--- config.mk ---
export PLATFORM = sky130hd
export DESIGN_NAME = cic_comp_fir
export DESIGN_NICKNAME = d
export VERILOG_FILES = /design/src/rtl/cic_comp_pkg.sv /design/src/rtl/cic_comp_mac.sv /design/src/rtl/cic_comp_fir.sv
export SDC_FILE = /design/constraint.sdc
export NUM_CORES = 1
export LEC_CHECK = 0
export CAP_MARGIN = 20
export CORE_MARGIN = 2
export CORE_UTILIZATION = 39
export CTS_BUF_LIST = sky130_fd_sc_hd__clkbuf_4
export CTS_CLUSTER_DIAMETER = 80
export DETAILED_ROUTE_END_ITERATION = 7
export DONT_BUFFER_PORTS = 1
export GPL_TIMING_DRIVEN = 0
export SYNTH_ARGS = -nofsm -noshare
export SYNTH_HDL_FRONTEND = slang
export SYNTH_HIERARCHICAL = 1
export SYNTH_SLANG_ARGS = --single-unit
--- constraint.sdc ---
create_clock -name aclk -period 14.95 [get_ports aclk]
set_clock_uncertainty 0.15 [all_clocks]
set_input_delay 2.99 -clock aclk [delete_from_list [all_inputs] [get_ports aclk]]
set_output_delay 2.99 -clock aclk [all_outputs]
set_load 0.02 [all_outputs]
--- src/rtl/cic_comp_pkg.sv ---
`default_nettype none
// ============================================================================
// Module   : cic_comp_pkg
// Brief    : Shared tap count, droop-compensation coefficients and FSM states.
// Revision : 1.0
// ============================================================================
package cic_comp_pkg;

   localparam int NTAPS     = 8;
   localparam int COEF_BITS = 16;

   // Q1.15 taps; they sum to 32768, which gives unity DC gain.
   localparam logic signed [COEF_BITS-1:0] COEF [0:NTAPS-1] = '{
      -16'sd512, 16'sd1024, -16'sd2048, 16'sd17920,
      16'sd17920, -16'sd2048, 16'sd1024, -16'sd512
   };

   typedef enum logic [1:0] {
      S_IDLE  = 2'd0,
      S_MAC   = 2'd1,
      S_ROUND = 2'd2,
      S_OUT   = 2'd3
   } state_t;

endpackage
`default_nettype wire

--- src/rtl/cic_comp_mac.sv ---
`default_nettype none
// ============================================================================
// Module   : cic_comp_mac
// Brief    : Signed multiplier feeding a clearable, enabled accumulator.
// Revision : 1.0
// ============================================================================
module cic_comp_mac #(
   parameter int DATA_W = 16,
   parameter int COEF_W = 16,
   parameter int ACC_W  = 35
) (
   input  logic              clk,
   input  logic              rst,
   input  logic              clr,
   input  logic              en,
   input  logic [DATA_W-1:0] sample,
   input  logic [COEF_W-1:0] coef,
   output logic [ACC_W-1:0]  acc
);

   logic signed [DATA_W+COEF_W-1:0] w_prod;
   logic        [ACC_W-1:0]         r_acc;

   assign w_prod = $signed(sample) * $signed(coef);

   always_ff @(posedge clk) begin
      if (rst || clr) begin
         r_acc <= '0;
      end else if (en) begin
         r_acc <= r_acc + ACC_W'(w_prod);
      end
   end

   assign acc = r_acc;

endmodule
`default_nettype wire

--- src/rtl/cic_comp_fir.sv ---
`default_nettype none
// ============================================================================
// Module   : cic_comp_fir
// Brief    : Serial-MAC 8-tap CIC droop compensator with AXI-Stream in/out.
// Revision : 1.0
// ============================================================================
module cic_comp_fir
   import cic_comp_pkg::*;
#(
   parameter int DATA_W    = 16,
   parameter int COEF_W    = 16,
   parameter int COEF_FRAC = 15
) (
   input  logic              aclk,
   input  logic              reset,
   input  logic [DATA_W-1:0] s_axis_data_tdata,
   input  logic              s_axis_data_tvalid,
   output logic              s_axis_data_tready,
   output logic [DATA_W-1:0] m_axis_data_tdata,
   output logic              m_axis_data_tvalid,
   input  logic              m_axis_data_tready
);

   localparam int PTR_W = $clog2(NTAPS);
   localparam int ACC_W = DATA_W + COEF_W + PTR_W;

   localparam logic signed [ACC_W-1:0] Y_MAX = ACC_W'((longint'(1) <<< (DATA_W-1)) - 1);
   localparam logic signed [ACC_W-1:0] Y_MIN = ACC_W'(-(longint'(1) <<< (DATA_W-1)));
   localparam logic signed [ACC_W-1:0] HALF  = ACC_W'(longint'(1) <<< (COEF_FRAC-1));

   state_t             r_state;
   logic [DATA_W-1:0]  r_hist [0:NTAPS-1];
   logic [PTR_W-1:0]   r_wp;
   logic [PTR_W-1:0]   r_k;
   logic               r_s_ready;
   logic               r_m_valid;
   logic [DATA_W-1:0]  r_m_data;

   logic                     w_accept;
   logic [PTR_W-1:0]         w_wp_next;
   logic [PTR_W-1:0]         w_tap_idx;
   logic [COEF_W-1:0]        w_coef;
   logic [ACC_W-1:0]         w_acc;
   logic signed [ACC_W-1:0]  w_rounded;
   logic signed [ACC_W-1:0]  w_shifted;
   logic [DATA_W-1:0]        w_sat;

   // NTAPS is a power of two, so pointer arithmetic wraps modulo NTAPS for free.
   assign w_accept  = (r_state == S_IDLE) && r_s_ready && s_axis_data_tvalid;
   assign w_wp_next = r_wp + PTR_W'(1);
   assign w_tap_idx = r_wp - r_k;
   assign w_coef    = COEF_W'(COEF[r_k]);

   cic_comp_mac #(
      .DATA_W (DATA_W),
      .COEF_W (COEF_W),
      .ACC_W  (ACC_W)
   ) u_mac (
      .clk    (aclk),
      .rst    (reset),
      .clr    (w_accept),
      .en     (r_state == S_MAC),
      .sample (r_hist[w_tap_idx]),
      .coef   (w_coef),
      .acc    (w_acc)
   );

   // Round half up, then clamp to the output range.
   assign w_rounded = $signed(w_acc) + HALF;
   assign w_shifted = w_rounded >>> COEF_FRAC;

   always_comb begin
      w_sat = w_shifted[DATA_W-1:0];
      if (w_shifted > Y_MAX) begin
         w_sat = Y_MAX[DATA_W-1:0];
      end else if (w_shifted < Y_MIN) begin
         w_sat = Y_MIN[DATA_W-1:0];
      end
   end

   always_ff @(posedge aclk) begin
      if (reset) begin
         r_state   <= S_IDLE;
         r_wp      <= '0;
         r_k       <= '0;
         r_s_ready <= 1'b0;
         r_m_valid <= 1'b0;
         r_m_data  <= '0;
         for (int i = 0; i < NTAPS; i++) begin
            r_hist[i] <= '0;
         end
      end else begin
         case (r_state)
            S_IDLE: begin
               r_s_ready <= 1'b1;
               if (w_accept) begin
                  r_hist[w_wp_next] <= s_axis_data_tdata;
                  r_wp              <= w_wp_next;
                  r_k               <= '0;
                  r_s_ready         <= 1'b0;
                  r_state           <= S_MAC;
               end
            end
            S_MAC: begin
               r_k <= r_k + PTR_W'(1);
               if (r_k == PTR_W'(NTAPS-1)) begin
                  r_state <= S_ROUND;
               end
            end
            S_ROUND: begin
               r_m_data  <= w_sat;
               r_m_valid <= 1'b1;
               r_state   <= S_OUT;
            end
            S_OUT: begin
               if (m_axis_data_tready) begin
                  r_m_valid <= 1'b0;
                  r_s_ready <= 1'b1;
                  r_state   <= S_IDLE;
               end
            end
            default: begin
               r_state <= S_IDLE;
            end
         endcase
      end
   end

   assign s_axis_data_tready = r_s_ready;
   assign m_axis_data_tvalid = r_m_valid;
   assign m_axis_data_tdata  = r_m_data;

endmodule
`default_nettype wire
==> metrics.md, run 1 <==
| Metric | Value |
|---|---|
| GRT Overall Usage | `18.82%` |
| Post-place setup slack | `3730 ps` |
| Final hold vios | `0` |
| Most frequent CP cell | `fa_1` |
| Synth Flop Type | `edfxtp_1` |
| Crit end category | `flop` |
| Tmin final | `11,310 ps` |
| Drt wl/cell | `17.44 um` |
| Initial core utilization | `39.41%` |
| Core Util, Final | `42.23%` |
| IO buf count | `0` |
| Share of cells above drive strength 1 | `6.047%` |
| Crit share post-route | `~76%` |
| DRT iter0 DRCs | `859` |
| Synth warn | `6` |
| Max Slew Vio Count | `0` |
| Worst-path clk slew | `approximately 190 ps` |
| Setup bufs post-CTS | `0` |
| #FFs+latches synth | `between 150 and 200` |
| Final ANT Viol Nets | `0` |
| Post-DP HPWL | `approximately 38,000 um` |
| Number of synthesized flops with an enable pin | `128` |
| H-tree depth | `4` |
| Die extent in y | `231.5 um` |
| CP Max Fanout | `10` |
| Synth top area cells | `fa_1 (26%), edfxtp_1 (19%), ha_1 (8.2%)` |
| Leading area contributor after synthesis | `fa_1` |
| Initial antenna violation count | `5` |
| Critical Path Slowest Stage Cell | `clkbuf_1` |
| Global-route wire length before repair | `77,470 um` |
| Vias in the first global route | `between 10,000 and 15,000` |
| Area share of the largest cell type after synthesis | `approximately a quarter` |
| Core area | `0.05120 mm^2` |
| Post-route cell area | `about 0.022 mm^2` |
| DR vias | `13,840` |
| Drt total wl | `47,950 um` |
| CP required | `15,430 ps` |
| Yosys cell types | `73` |
| Status | `complete, no violations` |
| CP arrival | `approximately 12,000 ps` |
| CTS buffer count | `17` |
| # DRC | `0` |
| Synthesized area | `between 0.02 and 0.025 mm^2` |
| CTS root buf | `clkbuf_4` |
| Post-CTS sizing | `0` |
| Final setup viols | `0` |
| Worst Max-Slew Pin Slew | `between 900 and 1000 ps` |
| Hold Buf Count CTS | `0` |
| Gr ovfl total | `0` |
| CTS tree | `done` |
| Worst min-delay path class | `reg -> reg` |
| Die width | `between 200 and 250 um` |
| CTS sink count | `189` |
| Clock Latency Late Sink | `690 ps` |
| Layout area overhead | `7.150%` |
| Max_slew headroom | `33.03%` |
| Max Root-Sink Buffers | `2` |
| Seq/Total Area, Yosys | `25.10%` |
| Fin nets | `2,470` |
| Routability cong. | `0.8868` |
| Setup WS post-layout | `3639 ps` |
| Most frequent cell after synthesis | `inv_1` |
| Drt first pass iters | `6` |
| Largest net degree at the start of global routing | `22` |
| Slowest stage delay, CP | `a little under 600 ps` |
| Async SR Flop Fraction | `0%` |
| Placement Cell Area | `0.02128 mm^2` |
| Critical path type | `reg -> reg` |
| Die Area | `approximately 0.054 mm^2` |
| I/O Pins | `38` |
| Vias/cell | `5.033` |
| Post-Synthesis Cells | `around 2,000` |
| Setup repair after global routing missed its margin | `false` |
| Startpoint Class | `flop` |
| Sum Neg Setup Slack | `0 ps` |
| Syn avg cell area | `a little over 10 um^2` |
| Highest Clock Rate | `approximately 88 MHz` |
| Synth cell count leaders | `inv_1 (315), fa_1 (264), and2_1 (253)` |
| Fillers | `4,988` |
| Max_cap viols | `0` |
| Num rows | `83` |
## worst max-delay path, delay by kind of cell, from the launching register on
kind	cells	cell delay (ps)
multiplexers	2	860
AO/OA/AOI/OAI	10	1760
AND/OR/NAND/NOR	7	1630
flip-flops	1	480
adder cells (fa/ha/maj)	10	4300
buffers and inverters	7	1180
XOR/XNOR	4	870
## cells by family (layout without fill, tap and decap cells)
family	count (synthesis)	after routing	synth area share (%)
muxes	75	75	5.804
buffers and inverters	386	419	7.268
other	1	66	0.01859
AOI/OAI and AO/OA	206	206	7.392
adders and majority gates	396	396	34.38
DFF	189	189	25.10
xor gates and xnor gates	86	86	3.733
and+or+nand+nor	633	633	16.30
## final timing paths
path	startpoint	to	slack, ps	depth (start not counted)
max	r_k[0]	u_mac/acc[34]	3640	40
max reg2reg	r_k[0]	u_mac/acc[34]	3640	40
min reg2reg	u_mac/acc[8]	u_mac/acc[8]	340	2
min	u_mac/acc[8]	u_mac/acc[8]	340	2
## placed cells by master, fill, tap and decap left out, drive strengths merged, types with 10 or more instances in the layout
cell,netlist,final
conb,1,63
nand2b,14,14
nand2,169,169
edfxtp,128,128
buf,11,12
xnor2,57,57
mux4,32,32
ha,132,132
nor2,101,101
clkbuf,60,77
nor3,19,19
dfxtp,61,61
mux2i,27,27
mux2,16,16
a2111oi,17,17
and2,253,253
o21ai,30,30
nand4,10,10
or2,11,11
a21o,35,35
fa,264,264
xor2,29,29
a21oi,53,53
inv,315,324
o21a,11,11
a31oi,10,10
nand3,24,24
## layout make-up
type	count	area (um^2)	area share, %
multi-input combinational	1459	13880	64.21
sequential	189	5065	23.43
inverter	315	1182	5.469
tap	680	850.8	3.935
buffer	71	284.0	1.314
clock inverter	15	205.2	0.9491
clock buffer	17	127.6	0.5903
timing repair buffer	1	15.01	0.06945
antenna	3	7.507	0.03472
## sequential cells by signal (all words and copies together) (netlist names)
signal	flops
r_hist	128
u_mac/acc	35
m_axis_data_tdata	16
r_k	3
r_wp	3
r_state	2
m_axis_data_tvalid	1
s_axis_data_tready	1
## layer usage
metal	GRT usage (%)	share of wire, %	up-vias
li1	-	-	6486
met1	25.25	45	7017
met2	31.20	49	281
met3	2.645	4.3	56
met4	6.472	2.4	0
met5	0	0	-
## per-stage QoR
stage / std cells / hold slack [ps]
after floorplan: 2034 / 294.5
after global placement: 2714 / 304.8
after detailed placement: 2715 / 314.6
after CTS: 2747 / 337.8
after global routing: 2749 / 358.7
final: 2750 / 338.4
Power of run 1 is not shown: default switching activity piles up to over one toggle a cycle in this logic, so the estimate is an artifact.
==> run 2: changes to the inputs <==
==> constraint.sdc (replaced) <==
create_clock -name aclk -period 10.3 [get_ports aclk]
set_clock_uncertainty 0.15 [all_clocks]
set_input_delay 2.06 -clock aclk [delete_from_list [all_inputs] [get_ports aclk]]
set_output_delay 2.06 -clock aclk [all_outputs]
set_load 0.02 [all_outputs]
==> metrics.md, run 2 (synthesis results as in run 1) <==
| Metric | Value |
|---|---|
| Status | `complete, no violations` |
| CP Max Fanout | `10` |
| Routability cong. | `0.8868` |
| Drt first pass iters | `5` |
| Share of cells above drive strength 1 | `7.853%` |
| Initial core utilization | `39.41%` |
| CTS buffer count | `17` |
| Startpoint Class | `flop` |
| Commonest non-fill, non-tap cells in the layout | `inv_1 (315), fa_1 (264), and2_1 (253)` |
| Final setup viols | `0` |
| Fin nets | `2,466` |
| Layout area overhead | `8.192%` |
| Max_slew headroom | `31.43%` |
| Most frequent CP cell | `fa_1` |
| Drt total wl | `47,340 um` |
| Drt wl/cell | `around 17 um` |
| Worst-path clk slew | `190 ps` |
| Worst hold margin | `337.6 ps` |
| Worst min-delay path class | `reg -> reg` |
| Critical Path Slowest Stage Cell | `fa_1` |
| Max reg flops | `128` |
| Vias in the first global route | `14,340` |
| Critical path type | `reg -> reg` |
| Max Root-Sink Buffers | `2` |
| Final hold vios | `0` |
| Largest net degree at the start of global routing | `22` |
| Die extent in y | `~230 um` |
| Max_cap viols | `0` |
| DR vias | `~14,000` |
| DRT iter0 DRCs | `757` |
| Highest Clock Rate | `101.3 MHz` |
| # DRC | `0` |
| GRT Overall Usage | `18.64%` |
| Die width | `231.5 um` |
| Final ANT Viol Nets | `0` |
| Worst Max-Slew Pin Slew | `1000 ps` |
| Slowest stage delay, CP | `600 ps` |
| CTS sink count | `189` |
| IO buf count | `0` |
| Core area | `0.05120 mm^2` |
| H-tree depth | `4` |
| Post-DP HPWL | `between 30,000 and 40,000 um` |
| CTS root buf | `clkbuf_4` |
| CP required | `10,770 ps` |
| Clock Latency Late Sink | `680 ps` |
| Initial antenna violation count | `4` |
| Global-route wire length before repair | `77,010 um` |
| Max Slew Vio Count | `0` |
| Top reg by flops | `r_hist` |
| Num rows | `83` |
| Die Area | `0.05357 mm^2` |
| CP arrival | `10,340 ps` |
| Vias/cell | `around 5.0` |
| Crit end category | `flop` |
| Commonest non-fill, non-tap cell in the layout | `inv_1` |
| I/O Pins | `38` |
| CTS tree | `done` |
| Gr ovfl total | `0` |
| Crit share post-route | `95.83%` |
| Tmin final | `9871 ps` |
[run 2: changes by cell type in the layout (fill, tap and decap cells not counted), sizes merged]
cell    change
clkbuf     -10
buf         +6
[run 2: per-layer routing]
metal | share of wire [%] | track usage, % | vias to the layer above | wire length (um)
met5 | 0 | 0 | - | 0
met4 | 2.5 | 6.431 | 0 | 1192
met3 | 4.6 | 2.436 | 53 | 2165
met2 | 49 | 30.89 | 286 | 22980
met1 | 44 | 25.15 | 6969 | 21000
li1 | - | - | 6475 | -
[run 2: layout make-up]
class / count / area, um^2
clock buffers: 17 / 127.6
fillers: 4969 / 29370
multi-input cells: 1459 / 14030
flip-flops and latches: 189 / 5069
repair buffers: 7 / 60.06
well taps: 680 / 850.8
diodes: 3 / 7.507
plain buffers: 61 / 296.5
clock inverters: 15 / 205.2
inverters: 315 / 1182
[run 2: repair_timing]
item,CTS,global route
hold buffers,0,0
endpoints found under the setup margin,13,8
pin swaps,1,7
setup buffers,2,4
resized for setup,22,38
[run 2: worst max-delay path: cells and delay by family, from the launching register on]
| family | cells | cell delay, ps |
|---|---|---|
| fa+ha+maj | 10 | 4000 |
| compound gates | 15 | 2540 |
| buf+inv | 9 | 940 |
| mux | 2 | 680 |
| xor+xnor | 4 | 600 |
| flops | 1 | 430 |
| simple gates | 2 | 430 |
[run 2: path summary, 6_finish.rpt]
kind | to | depth (start not counted) | slack (ps) | startpoint
setup / recovery | u_mac/acc[34] | 42 | 430 | r_k[0]
hold / removal | u_mac/acc[8] | 2 | 340 | u_mac/acc[8]
setup reg to reg | u_mac/acc[34] | 42 | 430 | r_k[0]
hold reg to reg | u_mac/acc[8] | 2 | 340 | u_mac/acc[8]
[run 2: metrics by stage]
step / instance area [um^2] / setup TNS (ps) / std cells / util, % / setup WS, ps
finish: 21830 / 0 / 2746 / 42.64 / 429.4
global route: 21830 / -33.48 / 2745 / 42.63 / -33.48
CTS: 21660 / 0 / 2744 / 42.30 / 0.2780
detailed placement: 21280 / -4940 / 2715 / 41.56 / -919.6
global placement: 21260 / -4151 / 2714 / 41.53 / -804.8
floorplan: 20410 / 0 / 2034 / - / 766.3
Power of run 2 is left out for the same reason.
